==> config.mk <==
export PLATFORM = sky130hd
export DESIGN_NAME = treeval_cmd_engine
export DESIGN_NICKNAME = d
export VERILOG_FILES = /design/src/rtl/treeval_cmd_engine.sv
export SDC_FILE = /design/constraint.sdc
export NUM_CORES = 1
export LEC_CHECK = 0
export BUFFER_PORTS_ARGS = -buffer_cell sky130_fd_sc_hd__buf_2
export CORE_UTILIZATION = 45
export DETAILED_ROUTE_END_ITERATION = 8
export PLACE_DENSITY = 0.75
export SLEW_MARGIN = 15
export SYNTH_ARGS = -nofsm -noshare
export SYNTH_HDL_FRONTEND = slang
export SYNTH_SLANG_ARGS = --single-unit
export TNS_END_PERCENT = 10
==> constraint.sdc <==
create_clock -name clk -period 4.9 [get_ports clk]
set_input_delay 0.98 -clock clk [delete_from_list [all_inputs] [get_ports clk]]
set_output_delay 0.98 -clock clk [all_outputs]
set_load 0.05 [all_outputs]
==> src/rtl/treeval_cmd_engine.sv <==
// rtl/treeval_cmd_engine.sv - multi-unit command engine for the treeval accelerator
// Optional completion watchdog on blocking runs: define TREEVAL_CMD_TIMEOUT_EN.
module treeval_cmd_engine #(
  parameter int N_UNITS  = 2,
  parameter int W_ADDR   = 10,
  parameter int W_DATA   = 10,
  parameter int W_REWARD = 10,
  parameter int W_ACTION = 3,
  parameter int TIMEOUT  = 1023
) (
  input  logic                           clk,
  input  logic                           rst,
  input  logic                           in_msg_rdy,
  input  logic [63:0]                    in_msg,
  output logic                           in_msg_ack,
  output logic                           out_msg_rdy,
  output logic [63:0]                    out_msg,
  input  logic                           out_msg_ack,
  output logic [N_UNITS-1:0]             eu_start,
  output logic [N_UNITS-1:0]             eu_mem_wr,
  output logic [1:0]                     eu_mem_field,
  output logic [W_ADDR-1:0]              eu_mem_addr,
  output logic [W_DATA-1:0]              eu_mem_data,
  output logic [N_UNITS-1:0]             eu_conf_wr,
  output logic [W_DATA-1:0]              eu_conf_data,
  input  logic [N_UNITS-1:0]             eu_done,
  input  logic [N_UNITS*W_REWARD-1:0]    eu_exp,
  input  logic [N_UNITS*W_ACTION-1:0]    eu_act
);
  localparam int W_RES = W_ACTION + W_REWARD;
  localparam logic [1:0] CMD_RUN = 2'd0, CMD_NODE = 2'd1, CMD_CONF = 2'd2, CMD_QUERY = 2'd3;
  localparam logic [1:0] RSP_RESULT = 2'd0, RSP_ERROR = 2'd1, RSP_STATUS = 2'd2;

  typedef enum logic [1:0] {S_IDLE, S_EXEC, S_WAIT, S_RESP} state_t;

  state_t             state_q, state_d;
  logic [63:0]        msg_q, msg_d;
  logic               in_msg_ack_q, in_msg_ack_d;
  logic               out_msg_rdy_q, out_msg_rdy_d;
  logic [63:0]        out_msg_q, out_msg_d;
  logic [N_UNITS-1:0] eu_start_q, eu_start_d;
  logic [N_UNITS-1:0] eu_mem_wr_q, eu_mem_wr_d;
  logic [1:0]         eu_mem_field_q, eu_mem_field_d;
  logic [W_ADDR-1:0]  eu_mem_addr_q, eu_mem_addr_d;
  logic [W_DATA-1:0]  eu_mem_data_q, eu_mem_data_d;
  logic [N_UNITS-1:0] eu_conf_wr_q, eu_conf_wr_d;
  logic [W_DATA-1:0]  eu_conf_data_q, eu_conf_data_d;
  logic [N_UNITS-1:0] sticky_q, sticky_d;
  logic [W_RES-1:0]   res_q [N_UNITS];
  logic [W_RES-1:0]   res_d [N_UNITS];
  logic               armed_q, armed_d;
  logic [N_UNITS-1:0] wait_clr_q, wait_clr_d;
`ifdef TREEVAL_CMD_TIMEOUT_EN
  localparam int W_CNT = $clog2(TIMEOUT + 1);
  logic [W_CNT-1:0]   cnt_q, cnt_d;
`endif

  logic [1:0]         cmd, sub;
  logic [3:0]         uid;
  logic [N_UNITS-1:0] uoh, sticky_clr;
  logic               uid_ok, sel_done, sel_sticky;
  logic [W_RES-1:0]   sel_live, sel_res;
  logic               resp_vld;
  logic [1:0]         resp_type;
  logic [55:0]        resp_pl;
  logic               unused_msg;

  assign unused_msg = ^msg_q[55:0];

  // Per-unit selection by a loop compare so out-of-range ids simply select nothing.
  always_comb begin
    cmd        = msg_q[63:62];
    sub        = msg_q[61:60];
    uid        = msg_q[59:56];
    uoh        = '0;
    sel_done   = 1'b0;
    sel_sticky = 1'b0;
    sel_live   = '0;
    sel_res    = '0;
    for (int i = 0; i < N_UNITS; i++) begin
      if (uid == 4'(i)) begin
        uoh[i]     = 1'b1;
        sel_done   = eu_done[i];
        sel_sticky = sticky_q[i];
        sel_live   = {eu_act[i*W_ACTION +: W_ACTION], eu_exp[i*W_REWARD +: W_REWARD]};
        sel_res    = res_q[i];
      end
    end
    uid_ok = |uoh;
  end

  always_comb begin
    state_d        = state_q;
    msg_d          = msg_q;
    in_msg_ack_d   = 1'b0;
    out_msg_rdy_d  = out_msg_rdy_q;
    out_msg_d      = out_msg_q;
    eu_start_d     = '0;
    eu_mem_wr_d    = '0;
    eu_conf_wr_d   = '0;
    eu_mem_field_d = eu_mem_field_q;
    eu_mem_addr_d  = eu_mem_addr_q;
    eu_mem_data_d  = eu_mem_data_q;
    eu_conf_data_d = eu_conf_data_q;
    armed_d        = armed_q;
    wait_clr_d     = '0;
    sticky_clr     = '0;
    resp_vld       = 1'b0;
    resp_type      = RSP_ERROR;
    resp_pl        = '0;
`ifdef TREEVAL_CMD_TIMEOUT_EN
    cnt_d          = cnt_q;
`endif
    case (state_q)
      S_IDLE: begin
        if (in_msg_rdy && !in_msg_ack_q) begin
          msg_d        = in_msg;
          in_msg_ack_d = 1'b1;
          state_d      = S_EXEC;
        end
      end
      S_EXEC: begin
        state_d = S_IDLE;
        case (cmd)
          CMD_NODE: begin
            if (!uid_ok) begin resp_vld = 1'b1; resp_pl = 56'd1; end
            else begin
              eu_mem_wr_d    = uoh;
              eu_mem_field_d = sub;
              eu_mem_addr_d  = msg_q[W_ADDR+W_DATA-1:W_DATA];
              eu_mem_data_d  = msg_q[W_DATA-1:0];
            end
          end
          CMD_CONF: begin
            if (sub != 2'd0)  begin resp_vld = 1'b1; resp_pl = 56'd3; end
            else if (!uid_ok) begin resp_vld = 1'b1; resp_pl = 56'd1; end
            else begin
              eu_conf_wr_d   = uoh;
              eu_conf_data_d = msg_q[W_DATA-1:0];
            end
          end
          CMD_RUN: begin
            if (sub[1])       begin resp_vld = 1'b1; resp_pl = 56'd3; end
            else if (!uid_ok) begin resp_vld = 1'b1; resp_pl = 56'd1; end
            else begin
              eu_start_d = uoh;
              sticky_clr = uoh;
              if (sub == 2'd0) begin
                state_d = S_WAIT;
                armed_d = 1'b0;
`ifdef TREEVAL_CMD_TIMEOUT_EN
                cnt_d   = '0;
`endif
              end
            end
          end
          default: begin
            if (sub == 2'd0) begin
              resp_vld = 1'b1; resp_type = RSP_STATUS; resp_pl = 56'(sticky_q);
            end else if (sub == 2'd1) begin
              if (!uid_ok)         begin resp_vld = 1'b1; resp_pl = 56'd1; end
              else if (sel_sticky) begin
                resp_vld = 1'b1; resp_type = RSP_RESULT; resp_pl = 56'(sel_res);
                sticky_clr = uoh;
              end else             begin resp_vld = 1'b1; resp_pl = 56'd4; end
            end else begin
              resp_vld = 1'b1; resp_pl = 56'd3;
            end
          end
        endcase
      end
      S_WAIT: begin
        // The start pulse cycle itself is not sampled; armed_q opens the window a cycle later.
        armed_d = 1'b1;
        if (armed_q && sel_done) begin
          resp_vld = 1'b1; resp_type = RSP_RESULT; resp_pl = 56'(sel_live);
          wait_clr_d = uoh;
        end
`ifdef TREEVAL_CMD_TIMEOUT_EN
        else if (cnt_q == W_CNT'(TIMEOUT - 1)) begin
          resp_vld = 1'b1; resp_pl = 56'd2;
        end
        cnt_d = cnt_q + W_CNT'(1);
`endif
      end
      default: begin
        if (out_msg_ack && out_msg_rdy_q) begin
          out_msg_rdy_d = 1'b0;
          out_msg_d     = '0;
          state_d       = S_IDLE;
        end
      end
    endcase
    if (resp_vld) begin
      out_msg_rdy_d = 1'b1;
      out_msg_d     = {resp_type, 2'b00, uid, resp_pl};
      state_d       = S_RESP;
    end
    // Blocking-run clear is delayed one cycle so it lands after the done that set the bit.
    sticky_d = (sticky_q & ~sticky_clr & ~wait_clr_q) | eu_done;
    for (int i = 0; i < N_UNITS; i++) begin
      res_d[i] = eu_done[i] ? {eu_act[i*W_ACTION +: W_ACTION], eu_exp[i*W_REWARD +: W_REWARD]}
                            : res_q[i];
    end
  end

  always_ff @(posedge clk) begin
    if (rst) begin
      state_q        <= S_IDLE;
      msg_q          <= '0;
      in_msg_ack_q   <= 1'b0;
      out_msg_rdy_q  <= 1'b0;
      out_msg_q      <= '0;
      eu_start_q     <= '0;
      eu_mem_wr_q    <= '0;
      eu_mem_field_q <= '0;
      eu_mem_addr_q  <= '0;
      eu_mem_data_q  <= '0;
      eu_conf_wr_q   <= '0;
      eu_conf_data_q <= '0;
      sticky_q       <= '0;
      armed_q        <= 1'b0;
      wait_clr_q     <= '0;
      for (int i = 0; i < N_UNITS; i++) res_q[i] <= '0;
`ifdef TREEVAL_CMD_TIMEOUT_EN
      cnt_q          <= '0;
`endif
    end else begin
      state_q        <= state_d;
      msg_q          <= msg_d;
      in_msg_ack_q   <= in_msg_ack_d;
      out_msg_rdy_q  <= out_msg_rdy_d;
      out_msg_q      <= out_msg_d;
      eu_start_q     <= eu_start_d;
      eu_mem_wr_q    <= eu_mem_wr_d;
      eu_mem_field_q <= eu_mem_field_d;
      eu_mem_addr_q  <= eu_mem_addr_d;
      eu_mem_data_q  <= eu_mem_data_d;
      eu_conf_wr_q   <= eu_conf_wr_d;
      eu_conf_data_q <= eu_conf_data_d;
      sticky_q       <= sticky_d;
      armed_q        <= armed_d;
      wait_clr_q     <= wait_clr_d;
      for (int i = 0; i < N_UNITS; i++) res_q[i] <= res_d[i];
`ifdef TREEVAL_CMD_TIMEOUT_EN
      cnt_q          <= cnt_d;
`endif
    end
  end

  assign in_msg_ack   = in_msg_ack_q;
  assign out_msg_rdy  = out_msg_rdy_q;
  assign out_msg      = out_msg_q;
  assign eu_start     = eu_start_q;
  assign eu_mem_wr    = eu_mem_wr_q;
  assign eu_mem_field = eu_mem_field_q;
  assign eu_mem_addr  = eu_mem_addr_q;
  assign eu_mem_data  = eu_mem_data_q;
  assign eu_conf_wr   = eu_conf_wr_q;
  assign eu_conf_data = eu_conf_data_q;
endmodule

# --- Yosys cells after proc, flatten, opt, wreduce, memory -nomap -nowiden ---
# Memory sizes are Yosys's and may differ from the RTL's.
# Cells that the tools add are included.
classes:
  n_eq_ne: 13
  muxes: 68
  n_bitwise: 15
  reduce_logical: 27
ops:
  columns: ["cell", "n"]
  rows:
  - ["$mux 64", 3]
  - ["$mux 56", 3]
  - ["$pmux 56 s3", 1]
  - ["$mux 13", 11]
  - ["$pmux 56 s2", 1]
  - ["$mux 2", 17]
  - ["$mux 1", 26]
  - ["$reduce_or 3->1", 5]
  - ["$ne 2x2->1 const B", 4]
  - ["$not 1->1", 8]
  - ["$pmux 2 s2", 2]
  - ["$eq 2x1->1 const B", 3]
  - ["$logic_not 2->1", 3]
  - ["$pmux 2 s3", 1]
  - ["$reduce_and 3->1", 2]
  - ["$reduce_bool 2->1", 3]
  - ["$reduce_or 2->1", 3]
  - ["$reduce_and 5->1", 1]
  - ["$and 2x2->2", 2]
  - ["$eq 2x2->1 const B", 2]
  - ["$eq 4x1->1 const B", 1]
  - ["$logic_not 4->1", 1]
  - ["$ne 2x1->1 const B", 2]
  - ["$not 2->2", 2]
  - ["other kinds (11)", 16]
totals:
  reg_bits: 173
  ram_bits: 26
  inputBits: 96
  out_inout_bits: 104
  mem_count: 1
memory_table:
  columns: ["memory", "depth", "word_bits", "read_ports", "rd_ports_with_merged_regs", "wr", "line", "source"]
  rows:
  - ["res_q", 2, 13, 2, 0, 2, "49", "logic [W_RES-1:0] res_q [N_UNITS];"]

# --- Depth between registers and ports, before layout ---
logic_depth:
  depth_word: 13
  mapped_depth: 8

# --- Worst setup path before layout ---
# No wires, ideal clock.
synth_path:
  kind: "input to register"
  start: "input eu_done[1]"
  end: "register out_msg_q[10], in the netlist out_msg[10]"
  setup_ns: 0.059
  arrival_time_ns: 2.417
  required_time_ns: 4.841
  path_slack_ns: 2.424
  stages: 8
  n_path_buf: 3
  path_cell_list: "clkbuf_1 mux2_2 and4_1 o21a_1 buf_6 nor3b_4 buf_6 a22o_2"
synth_via:
  elab_chain_len: 6
  word_cells_on_any_way: 10
synth_lines:
  columns: ["item", "line", "source"]
  rows:
  - ["start, declared", "26", "input logic [N_UNITS-1:0] eu_done,"]
  - ["$mux 1 *", "81", "if (uid == 4'(i)) begin"]
  - ["$logic_and 1x1->1 *", "175", "if (armed_q && sel_done) begin"]
  - ["$mux 1", "175", null]
  - ["$pmux 1 s2", "114", "case (state_q)"]
  - ["$ne 2x1->1 (no source line) or $reduce_bool 2->1 (tied branches)", null, null]
  - ["$reduce_and 2->1 (no source line)", null, null]
  - ["end signal, assigned", "233", "out_msg_q <= out_msg_d;"]
  - ["end, declared", "40", "logic [63:0] out_msg_q, out_msg_d;"]
# Mark *: on every way between the ends. The rest lies on a longest branch, timed or not.
# A chain may end at the register's enable or synchronous reset.

# --- Worst setup path after layout ---
layout_path:
  start: "register msg_q[56]"
  end: "register out_msg_q[2], in the netlist out_msg[2]"
layout_via:
  elab_chain_len: 10
  word_cells_on_any_way: 31
layout_lines:
  columns: ["item", "line", "source"]
  rows:
  - ["start, declared", "37", "logic [63:0] msg_q, msg_d;"]
  - ["start signal, assigned", "230", "msg_q <= msg_d;"]
  - ["$logic_not 4->1", "81", null]
  - ["$mux 13 or $mux 1 (tied branches) (2 in a row)", "81", null]
  - ["$mux 13", "162", "else if (sel_sticky) begin"]
  - ["$mux 13", "161", "if (!uid_ok) begin resp_vld = 1'b1; resp_pl = 56'd1; end"]
  - ["$mux 56", "160", "end else if (sub == 2'd1) begin"]
  - ["$mux 56", "158", "if (sub == 2'd0) begin"]
  - ["$pmux 56 s3", "124", "case (cmd)"]
  - ["$pmux 56 s2", "114", null]
  - ["$mux 64", "194", "if (resp_vld) begin"]
# Several ways; a longest one is shown, not always the timed one.

==> results.py <==
metrics = {
    "run_status": {
        "status": "complete, no violations",
    },
    "critical_path": {
        "r2r_end": "out_msg[2]$_SDFFE_PP0P_",
        "critPathArrivalTime_ns": 3.17,
        "worstReg2RegStart": "msg_q[56]$_SDFFE_PP0P_",
        "path_class": "flip-flop to flip-flop",
        "ff2ff_setup_slack_ns": 2.09,
        "reg2reg_depth": 4,
        "end_kind": "flip-flop",
        "startpoint_type": "flip-flop",
        "required_ns": 5.25,
        "critPathMaxFanout": 40,
    },
    "sta": {
        "max_slew_margin_pct": 27.08,
        "period_minus_slack_ns": 2.812,
        "tns_ns": 0,
        "rsz0062_at_grt": "no",
        "tightestPinTransition_ns": 1.094,
        "period_share_pct": 57.40,
        "fmax_mhz": 355.6,
        "whs_ns": 0.4495,
        "finalSetupViolations": 0,
        "drv_slew": 0,
        "skew_ns": 0.01041,
        "hold_violations": 0,
    },
    "synthesis": {
        "postSynthCellCount": 588,
        "synthAdderAreaFrac_pct": 0.7296,
        "synth_edf_count": 0,
        "ys.flop_type": "dfxtp_1",
        "yosys.area_share.simple_pct": 16.90,
        "yosysTopAreaCell": "dfxtp_1",
        "yosys-top-cells-area": "dfxtp_1 (47%), mux2i_1 (12%), nand2_1 (8.0%), buf_4 (6.6%), a21oi_1 (6.3%)",
        "synth_top_area_share_pct": 46.69,
        "ys_seq_elements": 120,
        "synth_cell_types": 44,
        "syn_area_um2": 5145,
        "yosysWarnings": 0,
        "synth-compound-area-share_pct": 12.79,
        "seq_area_frac_synth_pct": 46.69,
        "async_flop_share_pct": 0,
        "synth_common_cells": "dfxtp_1 (120), nand2_1 (109), a21oi_1 (65)",
        "yosysMostFrequentCell": "dfxtp_1",
        "avgSynthCellArea_um2": 8.750,
        "synth_mux_area_share_pct": 12.31,
        "synth_top_family_by_area": "simple AND/OR/NAND/NOR gates",
        "synth-xor-area-share_pct": 0,
    },
    "worst_hold_path": {
        "worstHoldEndpoint": "eu_mem_addr[5]$_SDFFE_PP0P_",
        "hold_depth": 2,
        "hold_class": "flip-flop to flip-flop",
        "hp-start": "eu_mem_addr[5]$_SDFFE_PP0P_",
    },
    "floorplan": {
        "core_area_um2": 10980,
        "die_w_um": 108.9,
        "fp.dieH_um": 108.9,
        "initial_utilization_pct": 46.84,
        "dieArea_um2": 11860,
        "num_rows": 38,
        "ios": 200,
    },
    "final_layout": {
        "area_growth_pct": 21.72,
        "nFillCells": 966,
        "n_antenna_cell": 0,
        "num-nets-final": 787,
        "final_cells": 841,
        "drive_above_1_share_pct": 23.97,
    },
    "drt": {
        "drc": 0,
        "drt-vias-per-instance": 5.175,
        "vias": 4352,
        "dr.pass1.iters": 5,
        "drtIter0Drc": 281,
        "wire_per_inst_um": 14.81,
        "routed_wl_mm": 12.45,
        "antenna_left": 0,
    },
    "grt": {
        "antenna_found_initial": 0,
        "grt-ovfl-total": 0,
        "grt_pass1_wl_mm": 19.53,
        "grt_max_degree": 61,
        "grt_usage_pct": 21.39,
        "grt_pass1_vias": 4038,
    },
    "clocking": {
        "clock_path_buffers": 2,
        "cts_tree": "yes",
        "clk_pin_slew_worst_paths_ns": 0.05,
        "clk_latency_ns": 0.42,
        "cts.repair.resized": 0,
        "numCtsBuffers": 17,
        "htree_levels": 4,
        "cts_setup_buffers": 0,
        "cts-hold-fix-buffers": 0,
        "clock-sinks": 120,
        "root_buffer": "clkbuf_16",
    },
    "power_and_ir_drop": {
        "finalPower_mw": 2.814,
        "ir_drop_uv": 195.8,
        "power_density_nw_per_um2": 449.4,
        "leakage_nw": 2.789,
    },
    "placement": {
        "gp_congestion": 0.7937,
        "hpwlAfterDp_mm": 8.216,
        "placed_cells": 809,
        "portBuffers": 118,
    },
    "job": {
        "cap_viol_max_count": 0,
    },
}
logic make-up after synthesis:
logic type | count (synthesis)
AND/OR/NAND/NOR | 199
flip-flops | 120
AO/OA/AOI/OAI | 109
buffers and inverters | 93
multiplexers | 63
adder cells (fa/ha/maj) | 3
other | 1
state kept, by name (all words and copies together) (netlist names):
register	flops
msg_q	28
res_q	26
out_msg	19
eu_conf_data	10
eu_mem_addr	10
eu_mem_data	10
eu_conf_wr	2
eu_mem_field	2
eu_mem_wr	2
eu_start	2
state_q	2
sticky_q	2
wait_clr_q	2
armed_q	1
in_msg_ack	1
out_msg_rdy	1
how the worst max path moves through the flow:
stage                                     to  slack, ns                   start
floorplan           out_msg[10]$_SDFFE_PP0P_       2.42              eu_done[1]
global placement     out_msg[2]$_SDFFE_PP0P_       1.92              eu_done[1]
detailed placement   out_msg[2]$_SDFFE_PP0P_       1.88              eu_done[1]
CTS                  out_msg[2]$_SDFFE_PP0P_       2.10  msg_q[56]$_SDFFE_PP0P_
global route         out_msg[2]$_SDFFE_PP0P_       1.97  msg_q[56]$_SDFFE_PP0P_
finish               out_msg[2]$_SDFFE_PP0P_       2.09  msg_q[56]$_SDFFE_PP0P_
per-stage QoR:
stage / instance area (µm²) / setup slack (ns) / utilization, %
global placement: 5604 / 1.923 / 51.03
global route: 6262 / 1.971 / 57.02
floorplan: 5310 / 2.424 / -
CTS: 6262 / 2.096 / 57.02
finish: 6262 / 2.088 / 57.02
detailed placement: 5604 / 1.879 / 51.03
cells in the final DEF, fill, tap and decap left out, drive strengths merged, types with 2 or more instances in the layout:
cell type and count:
clkbuf 25, a31oi 2, a211oi 4, nor2b 3
a21oi 65, nand3 9, inv 8, and3 2
a22o 11, o21ai 7, dfxtp 120, nor2 48
mux2i 61, nor3 9, nor4 4, o22ai 10
buf 122, bufinv 5, o2111ai 2, mux2 2
o31ai 2, conb 45, o21a 2, nand3b 2
nand2b 2, nand4 2, nand2 109, and3b 2
ha 3
worst max-delay path, cell delays in order, from the launching register on:
cell	delay (ns)
dfxtp_2	0.99
mux2_2	0.34
nand4_1	0.59
o21ai_0	0.59
a22o_2	0.21
per-layer routing:
metal / wire [µm] / part of all wire [%] / track usage (%)
met3: 932 / 7.5 / 5.858
met1: 5348 / 43 / 26.88
met2: 5853 / 47 / 33.51
met5: 0 / 0 / 0
met4: 319 / 2.6 / 10.81
area by class of cell:
cell class / count / area [µm²] / area share (%)
tap: 140 / 175.2 / 2.797
timing repair buffer: 122 / 623.1 / 9.950
clock buffer: 25 / 495.5 / 7.912
multi-input combinational: 419 / 2372 / 37.88
inverter: 8 / 30.03 / 0.4795
clock inverter: 7 / 162.7 / 2.597
sequential: 120 / 2404 / 38.38
power by group:
group	switching, mW	internal (mW)	total, mW
clock network	0.418	0.955	1.37
logic	0.258	0.108	0.366
registers	0.0499	1.03	1.08
total	0.725	2.09	2.81
No activity file was read; power rests on OpenSTA's default activity.
